## config.mk

```make
export PLATFORM = sky130hd
export DESIGN_NAME = exec_sequencer
export DESIGN_NICKNAME = d
export VERILOG_FILES = /design/src/rtl/seq_pkg.sv /design/src/rtl/start_sync.sv /design/src/rtl/exec_sequencer.sv
export SDC_FILE = /design/constraint.sdc
export NUM_CORES = 1
export LEC_CHECK = 0
export ABC_CLOCK_PERIOD_IN_PS = 7000
export CORE_MARGIN = 1.5
export CORE_UTILIZATION = 56
export CTS_BUF_LIST = sky130_fd_sc_hd__clkbuf_16
export DETAILED_ROUTE_END_ITERATION = 10
export PLACE_DENSITY = 0.95
export SYNTH_ARGS = -nofsm -noshare
export SYNTH_HDL_FRONTEND = slang
export SYNTH_SLANG_ARGS = --single-unit
```

## constraint.sdc

```tcl
create_clock -name clk -period 7 [get_ports clk]
set_input_delay 1.05 -clock clk [delete_from_list [all_inputs] [get_ports clk]]
set_output_delay 1.05 -clock clk [all_outputs]
set_load 0.02 [all_outputs]
```

## src/rtl/seq_pkg.sv

```systemverilog
// Shared types and helpers for the exec_sequencer run-control block.
// Optional watchdog feature is enabled by defining SEQ_WDOG_EN.
package seq_pkg;

  typedef enum logic [2:0] {
    S_IDLE,
    S_CLEAR,
    S_RUN,
    S_DRD,
    S_DCAP,
    S_DHOLD,
    S_DONE
  } seq_state_t;

  localparam int RUN_CNT_W = 32;

  // Increment that sticks at all-ones instead of wrapping back to zero.
  function automatic logic [RUN_CNT_W-1:0] sat_inc(input logic [RUN_CNT_W-1:0] v);
    return (&v) ? v : v + RUN_CNT_W'(1);
  endfunction

endpackage

```

## src/rtl/start_sync.sv

```systemverilog
// Brings the asynchronous start pin into the clock domain and turns its
// rising edge into a single-cycle pulse. Pulse is 0 while in reset.
module start_sync (
  input  logic clk,
  input  logic reset,
  input  logic din,
  output logic pulse
);

  logic [2:0] sync_q;

  // Two synchronizer flops followed by one history flop for edge detection.
  always_ff @(posedge clk or negedge reset) begin
    if (!reset) begin
      sync_q <= '0;
    end else begin
      sync_q <= {sync_q[1:0], din};
    end
  end

  assign pulse = sync_q[1] & ~sync_q[2];

endmodule

```

## src/rtl/exec_sequencer.sv

```systemverilog
// Run-control sequencer: resets the core, runs it until halt, streams a
// window of data memory out byte by byte, then raises EndFlag.
// Define SEQ_WDOG_EN to add a RUN watchdog and the wdog_trip output.
module exec_sequencer
  import seq_pkg::*;
#(
  parameter int              ADDR_W    = 16,
  parameter logic [ADDR_W-1:0] DUMP_BASE = '0,
  parameter int unsigned     DUMP_LEN  = 65536,
  parameter int              CLR_CYC   = 2
`ifdef SEQ_WDOG_EN
  ,parameter int             WDOG_W    = 24
`endif
) (
  input  logic                 clk,
  input  logic                 reset,
  input  logic                 start,
  input  logic                 cpu_halt,
  output logic                 cpu_rst,
  output logic                 cpu_en,
  output logic                 mem_rd,
  output logic [ADDR_W-1:0]    mem_addr,
  input  logic [7:0]           mem_rdata,
  output logic                 byte_valid,
  output logic [7:0]           byte_data,
  input  logic                 byte_ready,
  output logic                 busy,
  output logic                 EndFlag,
`ifdef SEQ_WDOG_EN
  output logic                 wdog_trip,
`endif
  output logic [RUN_CNT_W-1:0] run_cycles
);

  localparam int CLR_W = (CLR_CYC > 1) ? $clog2(CLR_CYC) : 1;
  // One extra address bit so the last-byte compare works when base+len wraps.
  localparam logic [ADDR_W:0] LAST_CNT = (ADDR_W+1)'(DUMP_BASE + DUMP_LEN - 1);

  seq_state_t             state_q, state_d;
  logic [CLR_W-1:0]       clr_q, clr_d;
  logic [ADDR_W:0]        addr_q, addr_d;
  logic [RUN_CNT_W-1:0]   run_d;
  logic [7:0]             data_d;
  logic                   start_pulse;
`ifdef SEQ_WDOG_EN
  logic [WDOG_W-1:0]      wdog_q, wdog_d;
  logic                   trip_d;
`endif

  start_sync u_start_sync (
    .clk   (clk),
    .reset (reset),
    .din   (start),
    .pulse (start_pulse)
  );

  assign mem_addr = addr_q[ADDR_W-1:0];

  // Next-state and next-register values; outputs are derived from the next state.
  always_comb begin
    state_d = state_q;
    clr_d   = clr_q;
    addr_d  = addr_q;
    run_d   = run_cycles;
    data_d  = byte_data;
`ifdef SEQ_WDOG_EN
    wdog_d  = wdog_q;
    trip_d  = wdog_trip;
`endif
    case (state_q)
      S_IDLE, S_DONE: begin
        if (start_pulse) begin
          state_d = S_CLEAR;
          clr_d   = '0;
          addr_d  = {1'b0, DUMP_BASE};
          run_d   = '0;
`ifdef SEQ_WDOG_EN
          wdog_d  = '0;
          trip_d  = 1'b0;
`endif
        end
      end
      S_CLEAR: begin
        if (clr_q == CLR_W'(CLR_CYC - 1)) begin
          state_d = S_RUN;
        end else begin
          clr_d = clr_q + CLR_W'(1);
        end
      end
      S_RUN: begin
        run_d = sat_inc(run_cycles);
`ifdef SEQ_WDOG_EN
        wdog_d = wdog_q + WDOG_W'(1);
        if (cpu_halt) begin
          state_d = S_DRD;
        end else if (&wdog_d) begin
          state_d = S_DONE;
          trip_d  = 1'b1;
        end
`else
        if (cpu_halt) begin
          state_d = S_DRD;
        end
`endif
      end
      S_DRD: begin
        state_d = S_DCAP;
      end
      S_DCAP: begin
        data_d  = mem_rdata;
        state_d = S_DHOLD;
      end
      S_DHOLD: begin
        if (byte_ready) begin
          if (addr_q == LAST_CNT) begin
            state_d = S_DONE;
          end else begin
            addr_d  = addr_q + (ADDR_W+1)'(1);
            state_d = S_DRD;
          end
        end
      end
      default: begin
        state_d = S_IDLE;
      end
    endcase
  end

  // State, counters and registered outputs; reset aborts everything at once.
  always_ff @(posedge clk or negedge reset) begin
    if (!reset) begin
      state_q    <= S_IDLE;
      clr_q      <= '0;
      addr_q     <= {1'b0, DUMP_BASE};
      run_cycles <= '0;
      byte_data  <= '0;
      cpu_rst    <= 1'b1;
      cpu_en     <= 1'b0;
      mem_rd     <= 1'b0;
      byte_valid <= 1'b0;
      busy       <= 1'b0;
      EndFlag    <= 1'b0;
`ifdef SEQ_WDOG_EN
      wdog_q     <= '0;
      wdog_trip  <= 1'b0;
`endif
    end else begin
      state_q    <= state_d;
      clr_q      <= clr_d;
      addr_q     <= addr_d;
      run_cycles <= run_d;
      byte_data  <= data_d;
      cpu_rst    <= (state_d == S_IDLE) || (state_d == S_CLEAR);
      cpu_en     <= (state_d == S_RUN);
      mem_rd     <= (state_d == S_DRD);
      byte_valid <= (state_d == S_DHOLD);
      busy       <= (state_d != S_IDLE) && (state_d != S_DONE);
      EndFlag    <= (state_d == S_DONE);
`ifdef SEQ_WDOG_EN
      wdog_q     <= wdog_d;
      wdog_trip  <= trip_d;
`endif
    end
  end

endmodule

```

==> results of run 1 <==
state kept, by name (all words and copies together), names as in the netlist:
| signal | cells |
|---|---|
| EndFlag | 1 |
| addr_q | 17 |
| busy | 1 |
| byte_data | 8 |
| byte_valid | 1 |
| clr_q | 1 |
| cpu_en | 1 |
| cpu_rst | 1 |
| mem_rd | 1 |
| run_cycles | 32 |
| state_q | 3 |
| u_start_sync.sync_q | 3 |
metal layers:
metal  vias up  share of wire  GRT usage
met5         -              0          0
met4         0          0.042     0.1610
met3        40          0.070    0.04916
met2       210           0.49     0.4509
met1      1648           0.40     0.3631
li1       1537              -          -
cells in the mapped netlist, drive strengths merged (3+ instances only):
library cell  instances
a211o                 5
a21o                  5
a21oi                13
a31oi                 7
and2                  3
and3                  8
buf                  21
clkbuf                9
dfrtp                69
ha                    3
inv                   8
mux2                  9
mux2i                 7
nand2                33
nand2b                8
nand3                33
nand3b                3
nand4                12
nor2                 27
nor2b                 3
nor3                 11
nor4                  8
o211ai                5
o21a                  4
o21ai                 9
o31ai                 4
or2                   5
or3                   6
or4                  14
xnor2                 7
power by group:
part	internal [mW]	switching, mW	total (mW)
registers	0.478	0.0751	0.553
logic	0.204	0.291	0.495
clock network	0.277	0.183	0.460
kinds of logic (layout without fill, tap and decap cells):
| family | after synthesis | in the layout | share of synthesized area |
|---|---|---|---|
| and+or+nand+nor | 182 | 182 | 0.2690 |
| DFF | 70 | 70 | 0.4681 |
| AOI/OAI and AO/OA | 69 | 69 | 0.1296 |
| buffers and inverters | 38 | 99 | 0.05646 |
| muxes | 16 | 16 | 0.04577 |
| xor gates and xnor gates | 9 | 9 | 0.02105 |
| adders and majority gates | 3 | 3 | 0.01002 |
how the worst max path moves through the flow:
stage	cells after the start	endpoint	from	slack, ns
2_1_floorplan	10	addr_q[12]$_DFFE_PN0P_	addr_q[10]$_DFFE_PN0P_	4.45
3_3_place_gp	6	run_cycles[18]$_DFFE_PN0P_	run_cycles[0]$_DFFE_PN0P_	4.07
3_5_place_dp	6	run_cycles[10]$_DFFE_PN0P_	run_cycles[0]$_DFFE_PN0P_	3.91
4_1_cts	6	run_cycles[8]$_DFFE_PN0P_	run_cycles[0]$_DFFE_PN0P_	3.82
5_1_grt	6	run_cycles[8]$_DFFE_PN0P_	run_cycles[0]$_DFFE_PN0P_	3.50
6_report	6	run_cycles[18]$_DFFE_PN0P_	run_cycles[0]$_DFFE_PN0P_	3.71
per-stage QoR:
stage | util | setup WS, ns | area [um^2] | std cells
6_report | 0.7323 | 3.707 | 4703 | 525
5_1_grt | 0.7323 | 3.502 | 4703 | 525
4_1_cts | 0.7323 | 3.817 | 4703 | 525
3_5_place_dp | 0.6856 | 3.910 | 4403 | 509
3_3_place_gp | 0.6856 | 4.068 | 4403 | 509
2_1_floorplan | - | 4.455 | 3745 | 387
worst register-to-register path, delay by kind of cell (launching register included):
kind	cells	cell delay, ns
simple gates	3	1.30
compound gates	2	1.20
flops	1	0.45
fa+ha+maj	1	0.27
final cells by class:
| type | count | area share |
|---|---|---|
| clock buffers | 9 | 0.04789 |
| clock inverters | 7 | 0.01596 |
| inverters | 8 | 0.006385 |
| multi-input cells | 279 | 0.3786 |
| flip-flops and latches | 70 | 0.3727 |
| well taps | 77 | 0.02048 |
| repair buffers | 75 | 0.1580 |
==> results_dict.tcl, run 1 <==
set metrics [dict create \
    p_per_area_nw_per_um2 320.5 \
    required_ns 7.24 \
    worstSkewPairLatency_ns 0.33 \
    relSlewSlack 0.2545 \
    total_power_mw 1.508 \
    core_um2 6422 \
    root_buffer "clkbuf_16" \
    layout_common_cells "73 x clkdlybuf4s50_1, 69 x dfrtp_1, 33 x nand2_1, 33 x nand3_1, 27 x nor2_1" \
    routedWlPerCell_um 18.29 \
    critPathMaxStageDelay_ns 0.89 \
    ios 75 \
    path_buf_inv 0 \
    holdBufCountCts 0 \
    r2r_slack_ns 3.71 \
    syn2layout_area_growth_pct 25.59 \
    numCtsBuffers 9 \
    synth_area_leaders "dfrtp_1 46%, nand3_1 4.4%, buf_4 3.4%" \
    grt_pass1_vias 3350 \
    fmax_mhz 303.7 \
    track_usage 0.2821 \
    num_vias 3435 \
    grt_max_degree 71 \
    clock_sinks 70 \
    synthCells 387 \
    skew_ns 0.005013 \
    n_fill_cell 415 \
    cts_buffer_depth 2 \
    synthesis.area_um2 3745 \
    status "complete, but fails checks" \
    yosysTopAreaCell "dfrtp_1" \
    overflow 0 \
    violations "design-rule violations" \
    fin_setup_tns_ns 0 \
    syn_area_per_cell_um2 9.677 \
    post_cts_buffers 0 \
    static-leakage-power_nw 2.007 \
    drc 4 \
    finalNetCount 459 \
    min-delay-start "u_start_sync.sync_q[0]$_DFF_PN0_" \
    initial_core_util 0.5831 \
    worstReg2RegEnd "run_cycles[18]$_DFFE_PN0P_" \
    syn-num-nets 403 \
    ys_seq_elements 70 \
    final_common_cell "clkdlybuf4s50_1" \
    arrival_ns 3.53 \
    ff2ff_path_depth 6 \
    htreeDepth 3 \
    worst_slew_pin_slew_ns 1.118 \
    gp_congestion 0.8106 \
    vdd_ir_drop_max_v 0.0002799 \
    first_pass_iters 8 \
    cp_cell_sequence "ha_1 > nand4_1 > or4_1 > o21ai_2 > nand2_1 > o211ai_1" \
    hold_slack_ns 0.3597 \
    r2r_start "run_cycles[0]$_DFFE_PN0P_" \
    regArea_um2 1753 \
    min_to "u_start_sync.sync_q[1]$_DFF_PN0_" \
    period_needed_ns 3.293 \
    criticalPathCategory "flip-flop to flip-flop" \
    hold_viol 0 \
    crit_family "simple AND/OR/NAND/NOR gates" \
    drive_gt1_frac 0.09375 \
    synth_warnings 0 \
    multi_input_area_um2 1780 \
    ys.flop_type "dfrtp_1" \
    placementRows 29 \
    die_y_um 84.78 \
    cts_resized 0 \
    synth_cell_type_count 58 \
    die_w_um 84.78 \
    synthArstFlopShare 1.000 \
    period_share 0.4704 \
    maxCapViolCount 0 \
    setup_viol 0 \
    end_kind "flip-flop" \
    cp-start-kind "flip-flop" \
    drt_wl_total_um 9604 \
    io_buffers 74 \
    hpwl_um 6008 \
    cp_max_fo 28 \
    drt_iter0_drc 363 \
    yosys.area.top_type_share 0.4611 \
    hold_path_depth 0 \
    antenna_cells 0 \
    avgViaCountPerCell 6.543 \
    die-area_um2 7187 \
    critical_path.slowest_cell "o21ai_2" \
    seq_area_frac_synth 0.4681 \
    clk_pin_slew_worst_paths_ns 0.06 \
    rsz0062_at_grt "false" \
    synth_edf_count 0 \
    cts_tree "done" \
    hp-class "flip-flop to flip-flop" \
    grt_pass1_wl_um 15990 \
    drtAntennaViolNets 0 \
    slew_violations 0 \
    antenna_found_initial 0 \
]
Note: power is estimated with default switching activity, not from simulation.
==> inputs of run 2 (changes only) <==
- ABC_CLOCK_PERIOD_IN_PS: 7000 -> 3030
- CORE_UTILIZATION: 56 -> 52
- PLACE_DENSITY: 0.95 -> 0.91
- clock period: 7 -> 3.03 ns (I/O delays scaled with it)
==> run 2 against run 1 <==
Net effect:
- the run now ends clean
- total power up 140%
- critical path depth up 4
- die area up 7.4%
- count of clock-buffer cells in the layout unchanged
- clock power up 150%
- hold slack worse by 0.18 ns
- core utilization down 3.0 points
- via count down 2.4%
- combinational power up 150%
- critical path type unchanged
- critical endpoint is now addr_q[14]$_DFFE_PN0P_
- largest cell class unchanged
- largest power group unchanged
==> results_dict.tcl, run 2 (synthesis gave the netlist of run 1 again) <==
set metrics [dict create \
    setup_viol 0 \
    end_kind "flip-flop" \
    cp-start-kind "flip-flop" \
    antenna_found_initial 0 \
    grt_pass1_wl_um 15840 \
    hpwl_um 6287 \
    largest_register_ffs 32 \
    hold_slack_ns 0.1809 \
    reg.largest.list "run_cycles (32), addr_q (17), byte_data (8)" \
    numCtsBuffers 9 \
    drt_iter0_drc 384 \
    period_share 0.9267 \
    hp-class "input port to asynchronous set/reset pin" \
    avgViaCountPerCell 6.074 \
    cts_buffer_depth 2 \
    core_um2 6869 \
    criticalPathCategory "flip-flop to flip-flop" \
    routedWlPerCell_um 17.45 \
    num_vias 3353 \
    io_buffers 74 \
    grt_pass1_vias 3245 \
    cp_max_fo 10 \
    first_pass_iters 5 \
    root_buffer "clkbuf_16" \
    fmax_mhz 356.1 \
    slew_violations 0 \
    period_needed_ns 2.808 \
    hold_viol 0 \
    overflow 0 \
    pre_cts_ws_ns 0.2570 \
    drc 0 \
    clock_sinks 70 \
    required_ns 3.30 \
    status "finished, final reports clean" \
    p_per_area_nw_per_um2 751.2 \
    gp_congestion 0.8262 \
    skew_ns 0.006897 \
    post_cts_buffers 0 \
    largest-register "run_cycles" \
    syn2layout_area_growth_pct 28.87 \
    total_power_mw 3.625 \
    ios 75 \
    dp_cells 536 \
    layout_common_cells "73 x clkdlybuf4s50_1, 69 x dfrtp_1, 33 x nand2_1, 33 x nand3_1, 27 x nor2_1" \
    htreeDepth 3 \
    drt_wl_total_um 9635 \
    layout_setup_ws_ns 0.2220 \
    place_area_um2 4499 \
    drive_gt1_frac 0.1118 \
    worstSkewPairLatency_ns 0.34 \
    n_fill_cell 497 \
    die_w_um 87.86 \
    initial_core_util 0.5452 \
    maxCapViolCount 0 \
    die_y_um 87.86 \
    arrival_ns 3.08 \
    worst_slew_pin_slew_ns 0.8646 \
    clk_pin_slew_worst_paths_ns 0.06 \
    cts_tree "done" \
    finalNetCount 467 \
    utilization 0.7026 \
    final_common_cell "clkdlybuf4s50_1" \
    finalInstanceArea_um2 4826 \
    vdd_ir_drop_max_v 0.0005276 \
    die-area_um2 7719 \
    static-leakage-power_nw 2.064 \
    final_cells 552 \
    antenna_cells 0 \
    placementRows 30 \
    rsz0062_at_grt "false" \
    grt_max_degree 40 \
    track_usage 0.2658 \
    drtAntennaViolNets 0 \
    relSlewSlack 0.4236 \
    fin_setup_tns_ns 0 \
]
[run 2: cell count changes in the layout (fill, tap and decap cells not counted), sizes merged]
cell,change
buf,+8
bufinv,+1
clkinv,-1
clkinvlp,-1
inv,+1
[run 2: final cells by class]
cell class	count	area, um^2	share of cell area
Multi-Input combinational cell	279	1784	0.3697
Sequential cell	70	1753	0.3632
Timing Repair Buffer	83	815.8	0.1690
Clock buffer	9	225.2	0.04667
Tap cell	96	120.1	0.02489
Clock inverter	7	97.59	0.02022
Inverter	8	30.03	0.006222
[run 2: power by group]
| group | leakage, nW | switching (mW) | internal (mW) |
|---|---|---|---|
| Combinational | 0.974 | 0.689 | 0.527 |
| Sequential | 0.933 | 0.162 | 1.10 |
| Clock | 0.158 | 0.418 | 0.724 |
[run 2: per-layer routing]
layer,wire length (um),track usage
met4,269,0.1126
met2,4695,0.4247
met3,563,0.05467
met5,0,0
met1,4106,0.3522
[run 2: timing repair]
| action | 4_1_cts | 5_1_grt |
|---|---|---|
| hold buffers | 0 | 0 |
| gates resized for setup | 0 | 1 |
| setup endpoints to repair | 0 | 1 |
| hold endpoints to repair | 0 | 0 |
[run 2: final timing paths]
kind	slack, ns	endpoint	startpoint	cells after the start
min reg2reg	0.35	u_start_sync.sync_q[1]$_DFF_PN0_	u_start_sync.sync_q[0]$_DFF_PN0_	0
max in group asynchronous	2.13	cpu_rst$_DFF_PN1_	reset	2
max reg2reg	0.22	addr_q[14]$_DFFE_PN0P_	addr_q[10]$_DFFE_PN0P_	10
max	0.22	addr_q[14]$_DFFE_PN0P_	addr_q[10]$_DFFE_PN0P_	10
min	0.18	byte_data[4]$_DFFE_PN0N_	reset	1
min in group clk	0.35	u_start_sync.sync_q[1]$_DFF_PN0_	u_start_sync.sync_q[0]$_DFF_PN0_	0
[run 2: worst max-delay path, stage by stage, from the launching register on]
cell and delay, ns:
dfrtp_1 0.42, and3_1 0.23, and3_1 0.20, nand4_1 0.09
nor2_1 0.05, ha_1 0.21, nor4bb_1 0.27, a31oi_1 0.21
or4_4 0.55, or4_1 0.43, nand2_1 0.08
==> inputs of run 3 (changes only) <==
- CORE_ASPECT_RATIO: default -> 1.75
==> run 3 against run 2 <==
Net effect:
- first-iteration DRC count is 35% lower
- die area is 0.26% higher
- highest routed layer unchanged
- routed wire length is 2.5% lower
- critical endpoint is now addr_q[12]$_DFFE_PN0P_
- largest power group unchanged
- critical path depth stayed put
- global-route usage is 0.11 points lower
- maximum frequency is 3.2% higher
==> results_dict.tcl, run 3 (synthesis gave the netlist of run 1 again) <==
set metrics [dict create \
    status "finished, final reports clean" \
    antenna_cells 0 \
    drc 0 \
    vdd_ir_drop_max_v 0.0003674 \
    combPwrFrac 0.355 \
    clk_pin_slew_worst_paths_ns 0.05 \
    cts_buffer_depth 2 \
    multi_input_area_um2 1780 \
    cp_max_fo 5 \
    die_y_um 115.3 \
    clock_sinks 70 \
    period_needed_ns 2.720 \
    routedWlPerCell_um 17.40 \
    rsz0062_at_grt "false" \
    hold_viol 0 \
    seq_power_share 0.376 \
    regArea_um2 1753 \
    wl_met1_um 3437 \
    r2r_start "addr_q[11]$_DFFE_PN0P_" \
    critPathLaunch "addr_q[11]$_DFFE_PN0P_" \
    maxCapViolCount 0 \
    required_ns 3.30 \
    cts_resized 0 \
    cp-start-kind "flip-flop" \
    critical_path.slowest_cell "or4_1" \
    ios 75 \
    holdBufCountCts 0 \
    placementRows 40 \
    worstSkewPairLatency_ns 0.33 \
    endpoint "addr_q[12]$_DFFE_PN0P_" \
    ff2ff_path_depth 10 \
    antenna_found_initial 0 \
    grt_pass1_wl_um 15550 \
    crit_cells 10 \
    wl_met2_um 5125 \
    cts_tree "done" \
    p_sw_frac 0.3553 \
    cp_cell_sequence "and3_1 > and3_1 > nand4_1 > nor2_1 > ha_1 > nor4bb_1 > a31oi_1 > or4_1 > or4_1 > nand2_1" \
    fin_setup_tns_ns 0 \
    path_buf_inv 0 \
    final_common_cell "clkdlybuf4s50_1" \
    n_fill_cell 526 \
    p_clk_frac 0.268 \
    met3_length_um 497 \
    r2r_slack_ns 0.31 \
    end_kind "flip-flop" \
    grt_max_degree 40 \
    total_power_mw 3.348 \
    largest_register_ffs 32 \
    post_cts_buffers 0 \
    finalNetCount 467 \
    crit_family "simple AND/OR/NAND/NOR gates" \
    largest-register "run_cycles" \
    p_per_area_nw_per_um2 707.0 \
    grt_pass1_vias 3282 \
    num_vias 3357 \
    internal_power_mw 2.159 \
    drt_iter0_drc 248 \
    numCtsBuffers 9 \
    setup_viol 0 \
    place_area_um2 4484 \
    io_buffers 74 \
    overflow 0 \
    criticalPathCategory "flip-flop to flip-flop" \
    drtAntennaViolNets 0 \
    die-area_um2 7740 \
    power_switching_mw 1.190 \
    worstReg2RegEnd "addr_q[12]$_DFFE_PN0P_" \
    root_buffer "clkbuf_16" \
    finalInstanceArea_um2 4736 \
    worst_slew_pin_slew_ns 0.7301 \
    static-leakage-power_nw 2.054 \
    hpwl_um 6500 \
    slew_violations 0 \
    drt_wl_total_um 9396 \
    gp_congestion 0.8441 \
    fmax_mhz 367.7 \
    first_pass_iters 4 \
    arrival_ns 2.99 \
    critPathMaxStageDelay_ns 0.52 \
    htreeDepth 3 \
    relSlewSlack 0.5133 \
    initial_core_util 0.5422 \
    track_usage 0.2647 \
    die_w_um 67.15 \
    top_layer_used "met4" \
    avgViaCountPerCell 6.217 \
    core_um2 6907 \
    period_share 0.8977 \
    syn2layout_area_growth_pct 26.46 \
    skew_ns 0.008300 \
    reg.largest.list "run_cycles (32), addr_q (17), byte_data (8)" \
    drive_gt1_frac 0.09649 \
    hp-class "input port to asynchronous set/reset pin" \
    layout_common_cells "73 x clkdlybuf4s50_1, 69 x dfrtp_1, 33 x nand2_1, 33 x nand3_1, 27 x nor2_1" \
]
-- run 3: cell types whose count changed in the layout (fill, tap and decap cells not counted) --
cell / change
inv_1: +6
bufinv_16: -2
inv_6: -2
clkinv_4: -1
clkinvlp_4: -1
or4_1: +1
or4_4: -1
-- run 3: per-layer routing --
metal / GRT usage / vias to the layer above
met2: 0.4449 / 138
met4: 0.1510 / 0
met1: 0.3114 / 1641
met3: 0.04599 / 39
met5: 0 / -
li1: - / 1539
-- run 3: cell type report --
class                           count  share of cell area
Clock buffer                        9             0.04756
Clock inverter                      7            0.005548
Inverter                            8            0.006341
Multi-Input combinational cell    279              0.3760
Sequential cell                    70              0.3701
Tap cell                           84             0.02219
Timing Repair Buffer               83              0.1723
-- run 3: how the worst min path moves through the flow --
stage	from	endpoint	slack, ns
6_report	reset	byte_data[1]$_DFFE_PN0N_	0.19
5_1_grt	reset	EndFlag$_DFF_PN0_	0.25
4_1_cts	reset	EndFlag$_DFF_PN0_	0.21
3_5_place_dp	u_start_sync.sync_q[0]$_DFF_PN0_	u_start_sync.sync_q[1]$_DFF_PN0_	0.34
3_3_place_gp	u_start_sync.sync_q[0]$_DFF_PN0_	u_start_sync.sync_q[1]$_DFF_PN0_	0.34
2_1_floorplan	reset	EndFlag$_DFF_PN0_	0.16
-- run 3: per-stage QoR --
stage | setup WS (ns) | hold WS (ns) | cells | utilization
after global routing | 0.1935 | 0.2541 | 540 | 0.6857
after floorplan | 0.4847 | 0.1589 | 387 | -
after global placement | 0.4866 | 0.3403 | 524 | 0.6493
final | 0.3101 | 0.1864 | 540 | 0.6857
after CTS | 0.3275 | 0.2094 | 540 | 0.6857
after detailed placement | 0.3751 | 0.3364 | 524 | 0.6493
-- run 3: worst reg2reg max path: stages (launching register included) --
cell      delay (ns)
dfrtp_1         0.44
and3_1          0.22
and3_1          0.20
nand4_1         0.09
nor2_1          0.05
ha_1            0.21
nor4bb_1        0.29
a31oi_1         0.08
or4_1           0.52
or4_1           0.46
nand2_1         0.09
-- run 3: power groups by stage --
stage	registers [mW]	logic, mW	clock network, mW
3_3_place_gp	1.26	1.16	0
6_report	1.26	1.19	0.899
4_1_cts	1.26	1.19	0.909
2_1_floorplan	1.36	0.613	0
5_1_grt	1.29	1.28	0.950
3_5_place_dp	1.28	1.18	0
